==> config.mk <==
export PLATFORM = sky130hd
export DESIGN_NAME = shift_rows_pipe
export DESIGN_NICKNAME = d
export VERILOG_FILES = /design/src/rtl/shift_rows_pipe.sv
export SDC_FILE = /design/constraint.sdc
export NUM_CORES = 1
export LEC_CHECK = 0
export CORE_UTILIZATION = 37
export DETAILED_ROUTE_END_ITERATION = 12
export PLACE_DENSITY_LB_ADDON = 0.05
export SLEW_MARGIN = 20
export SYNTH_ARGS = -nofsm -noshare
export SYNTH_HDL_FRONTEND = slang
export SYNTH_SLANG_ARGS = --single-unit
==> constraint.sdc <==
create_clock -name clk -period 1.5 [get_ports clk]
set_clock_uncertainty 0.1 [all_clocks]
set_input_delay 0.15 -clock clk [delete_from_list [all_inputs] [get_ports clk]]
set_output_delay 0.15 -clock clk [all_outputs]
set_load 0.05 [all_outputs]
==> src/rtl/shift_rows_pipe.sv <==
// Registered, handshaked Rijndael ShiftRows/InvShiftRows stage for NB = 4, 6 or 8 columns.
// Define SHIFTROWS_SKID_EN for a 2-entry skid buffer with registered in_ready.
`timescale 1ns/1ps
module shift_rows_pipe #(
  parameter int unsigned NB    = 4,
  parameter int unsigned TAG_W = 4
) (
  input  logic              clk,
  input  logic              rst_n,
  input  logic              in_valid,
  output logic              in_ready,
  input  logic [32*NB-1:0]  in_data,
  input  logic              in_inv,
  input  logic [TAG_W-1:0]  in_tag,
  output logic              out_valid,
  input  logic              out_ready,
  output logic [32*NB-1:0]  out_data,
  output logic [TAG_W-1:0]  out_tag
);

  localparam int unsigned W      = 32 * NB;
  localparam int unsigned NBYTES = 4 * NB;

  generate
    if (NB != 4 && NB != 6 && NB != 8) begin : g_bad_nb
      $error("shift_rows_pipe: NB must be 4, 6 or 8");
    end
  endgenerate

  // Rijndael row offsets; the 256-bit block widens rows 2 and 3 by one.
  function automatic int unsigned row_shift(input int unsigned r);
    return (NB == 8 && r >= 2) ? r + 1 : r;
  endfunction

  logic [W-1:0] shifted_c;
  logic         in_fire;
  logic         out_fire;

  // Pure byte routing: each output byte selects one input byte of the same row.
  always_comb begin
    int unsigned src;
    src       = 0;
    shifted_c = '0;
    for (int unsigned r = 0; r < 4; r++) begin
      for (int unsigned c = 0; c < NB; c++) begin
        src = in_inv ? (c + NB - row_shift(r)) % NB : (c + row_shift(r)) % NB;
        shifted_c[8*(NBYTES-1-(r+4*c)) +: 8] = in_data[8*(NBYTES-1-(r+4*src)) +: 8];
      end
    end
  end

  assign in_fire  = in_valid && in_ready;
  assign out_fire = out_valid && out_ready;

`ifdef SHIFTROWS_SKID_EN

  typedef enum logic [1:0] {EMPTY, ONE, TWO} state_t;

  state_t             state_q, state_d;
  logic [W-1:0]       out_data_d;
  logic [TAG_W-1:0]   out_tag_d;
  logic [W-1:0]       skid_data_q, skid_data_d;
  logic [TAG_W-1:0]   skid_tag_q, skid_tag_d;

  always_ff @(posedge clk or negedge rst_n) begin
    if (!rst_n) begin
      state_q     <= EMPTY;
      out_valid   <= 1'b0;
      in_ready    <= 1'b1;
      out_data    <= '0;
      out_tag     <= '0;
      skid_data_q <= '0;
      skid_tag_q  <= '0;
    end else begin
      state_q     <= state_d;
      out_valid   <= (state_d != EMPTY);
      in_ready    <= (state_d != TWO);
      out_data    <= out_data_d;
      out_tag     <= out_tag_d;
      skid_data_q <= skid_data_d;
      skid_tag_q  <= skid_tag_d;
    end
  end

  // Occupancy FSM: output register first, skid entry only when output is stalled.
  always_comb begin
    state_d     = state_q;
    out_data_d  = out_data;
    out_tag_d   = out_tag;
    skid_data_d = skid_data_q;
    skid_tag_d  = skid_tag_q;
    unique case (state_q)
      EMPTY: begin
        if (in_fire) begin
          state_d    = ONE;
          out_data_d = shifted_c;
          out_tag_d  = in_tag;
        end
      end
      ONE: begin
        if (in_fire && out_fire) begin
          out_data_d = shifted_c;
          out_tag_d  = in_tag;
        end else if (in_fire) begin
          state_d     = TWO;
          skid_data_d = shifted_c;
          skid_tag_d  = in_tag;
        end else if (out_fire) begin
          state_d = EMPTY;
        end
      end
      TWO: begin
        if (out_fire) begin
          state_d    = ONE;
          out_data_d = skid_data_q;
          out_tag_d  = skid_tag_q;
        end
      end
      default: state_d = EMPTY;
    endcase
  end

`else

  assign in_ready = !out_valid || out_ready;

  // Single output register; a new block may replace the one leaving this cycle.
  always_ff @(posedge clk or negedge rst_n) begin
    if (!rst_n) begin
      out_valid <= 1'b0;
      out_data  <= '0;
      out_tag   <= '0;
    end else if (in_fire) begin
      out_valid <= 1'b1;
      out_data  <= shifted_c;
      out_tag   <= in_tag;
    end else if (out_fire) begin
      out_valid <= 1'b0;
    end
  end

`endif

endmodule
==> results.json, run 1 <==
{
  "ys_async_sr_fraction_pct": 100,
  "clockBufferDepth": 2,
  "p_sw_mw": 4.72,
  "core_area_um2": 15200,
  "busiest_layer": "met2",
  "drive_above_1_share_pct": 36.7,
  "min_period_ns": 1.49,
  "cts_inserted_buffers": 17,
  "grt_util_met2_pct": 33.2,
  "clkSinkCount": 133,
  "setup_tns_ns": 0,
  "io_pins": 271,
  "r2r-start": "out_valid$_DFFE_PN0P_",
  "cap_violations": 0,
  "die_h_um": 127,
  "use_met1_pct": 25.2,
  "portBuffers": 270,
  "arrival_ns": 1.24,
  "fp-row-count": 45,
  "ys_seq_area_share_pct": 57.8,
  "drtIter0Drc": 219,
  "via_per_inst": 5.08,
  "timing.critical_path.buf_inv": 3,
  "finalMaxSlewViolations": 0,
  "period_share_pct": 99.5,
  "cts_tree": "yes",
  "wl_per_cell_um": 17.8,
  "clk_latency_ns": 0.41,
  "power.density_nw_per_um2": 1410,
  "hp-class": "in -> async",
  "yosys.cell_count.top_type": "dfrtp_1",
  "ys_types": 12,
  "dp_cells": 875,
  "yosys-top-cells-area": "dfrtp_1 (58%), mux2i_1 (11%), mux2_2 (9.4%)",
  "path_delay_family": "flip-flops",
  "irDropWorstVdd_mv": 0.811,
  "synth_area_um2": 5760,
  "diodes": 0,
  "critPathMaxFanout": 2,
  "p_sw_share_pct": 34.9,
  "fmax_ghz": 0.670,
  "syn2layout_area_growth_pct": 66.6,
  "worst_pin_slew_ns": 0.505,
  "grtUsageTotal_pct": 20.6,
  "leakage_nw": 4.31,
  "synth_area_per_cell_um2": 13.1,
  "finalSetupViolCount": 0,
  "slew_headroom_pct": 66.3,
  "start_kind": "flip-flop",
  "crit_start": "out_valid$_DFFE_PN0P_",
  "grt_pass1_wl_mm": 25.3,
  "netlist.top_cell.by_area": "dfrtp_1",
  "initial_core_util_pct": 37.9,
  "synth_fp_nets": 576,
  "yosys-top-cells-count": "dfrtp_1 (133), a21oi_1 (64), a31oi_1 (64), mux2i_1 (64), mux2_2 (48)",
  "design.die.area_um2": 16100,
  "crit_required_ns": 1.25,
  "routabilityCongestion": 0.761,
  "synth_top_flop_cell": "dfrtp_1",
  "power.share.clock_pct": 32.1,
  "cpMaxStageDelayCell": "dfrtp_2",
  "via_count": 4645,
  "synth-edff-count": 0,
  "critPathKind": "reg -> out",
  "grt_pass1_vias": 4681,
  "finalWirelength_mm": 16.3,
  "die_w_um": 127,
  "seq_power_share_pct": 33.1,
  "ys_warn_count": 0,
  "crit_path_end_kind": "output pin",
  "grt_max_degree": 130,
  "utilization_pct": 63.1,
  "route.detailed.drc": 0,
  "rsz0062_at_grt": "yes",
  "yosysTopAreaCellShare_pct": 57.8,
  "status": "complete, no violations",
  "ant_nets": 0,
  "path_clk_slew_ns": 0.06,
  "finalPower_mw": 13.5,
  "first_pass_iters": 5,
  "hold_viol": 0,
  "nNetsFinal": 851,
  "critPathMaxStageDelay_ns": 0.42,
  "htree_levels": 4,
  "cp_common_cell": "buf_12",
  "path_cells": "nand2b_4 -> buf_8 -> buf_12 -> buf_12",
  "ys_seq_elements": 133,
  "internal-power_mw": 8.79,
  "gr-usage-met3_pct": 7.47,
  "synthCells": 439,
  "antenna_found_initial": 0,
  "place.detailed.hpwl_mm": 11.3,
  "fin_cells": 915,
  "comb_power_share_pct": 34.8,
  "fillers": 1228,
  "root_buffer": "clkbuf_16",
  "grt_overflow_total": 0
}
==> worst register-to-register path, cell delays in order, from the launching register on <==
cell	delay, ns
dfrtp_2	0.42
nand2b_4	0.08
buf_8	0.11
buf_6	0.15
bufbuf_16	0.29
a21oi_1	0.06
a31oi_1	0.17
==> path summary, 6_finish.rpt <==
| check | to | slack (ns) | depth (start not counted) |
|---|---|---|---|
| setup reg to reg | out_data[34]$_DFFE_PN0P_ | 0.05 | 6 |
| hold reg to reg | out_data[27]$_DFFE_PN0P_ | 0.40 | 1 |
| setup / recovery | in_ready | 0.007 | 4 |
| min in group clk | out_data[17]$_DFFE_PN0P_ | 0.13 | 3 |
| hold / removal | out_data[45]$_DFFE_PN0P_ | 0.08 | 2 |
| max in group asynchronous | out_valid$_DFFE_PN0P_ | 0.65 | 3 |
==> layer usage <==
metal	part of all wire, %	routed length [um]	vias to the layer above
met5	0	0	-
met4	1.7	275	0
met3	8.1	1320	15
met2	48	7870	184
met1	42	6850	2254
li1	-	-	2192
==> cells by family (layout without fill, tap and decap cells) <==
family                 after synthesis  in the layout  synth area share (%)
AND/OR/NAND/NOR                      3              3                 0.326
flip-flops                         133            133                  57.8
buffers and inverters               43            331                  3.67
AO/OA/AOI/OAI                      128            128                  12.5
multiplexers                       132            132                  25.7
==> state kept, by name (all words and copies together) (netlist names) <==
| register | flops |
|---|---|
| out_data | 128 |
| out_valid | 1 |
| out_tag | 4 |
==> layout by cell type, fill, tap and decap left out, drive strengths merged <==
cell and n:
buf 162, a21oi 64, clkinvlp 4, clkinv 5
nand2 1, mux2i 64, clkdlybuf4s50 133, bufbuf 2
a31oi 64, clkbuf 19, bufinv 4, dfrtp 133
nand2b 2, inv 1, mux2 68, dlygate4sd3 1
==> power by group through the flow <==
stage	clock (mW)	sequential (mW)	combinational, mW
final	4.34	4.47	4.70
after global routing	4.61	4.53	4.91
after CTS	4.43	4.47	4.72
after floorplan	0	6.31	0.872
after detailed placement	0	4.53	4.66
after global placement	0	4.51	4.61
==> area by class of cell <==
cell class | count | area [um^2] | share of cell area (%)
flip-flops and latches | 133 | 3330 | 34.7
repair buffers | 299 | 3180 | 33.1
multi-input cells | 263 | 2240 | 23.4
clock buffers | 18 | 429 | 4.47
well taps | 188 | 235 | 2.45
clock inverters | 14 | 184 | 1.92
==> stage by stage <==
stage                     hold slack, ns  instance area, um^2  setup slack [ns]
after global placement           -0.0490                 8830           -0.0893
after global routing              0.0964                 9600           -0.0477
after detailed placement         -0.0368                 8830            -0.113
after CTS                         0.0913                 9550           -0.0306
after floorplan                   -0.246                 5780            -0.112
final                             0.0846                 9600           0.00699
==> repair_timing <==
| action | 4_1_cts | 5_1_grt |
|---|---|---|
| hold endpoints to repair | 133 | 0 |
| cloned | 2 | 1 |
| hold buffers | 1 | 0 |
| setup buffers | 3 | 1 |
| endpoints found under the setup margin | 1 | 44 |
| gates resized for setup | 2 | 2 |
No activity file was read; power rests on OpenSTA's default activity.
==> inputs of run 2 (changes only) <==
Settings changed: CAP_MARGIN from default to 5.
==> results of run 2 <==
Final layout, timing and power as in run 1 (identical DEF).
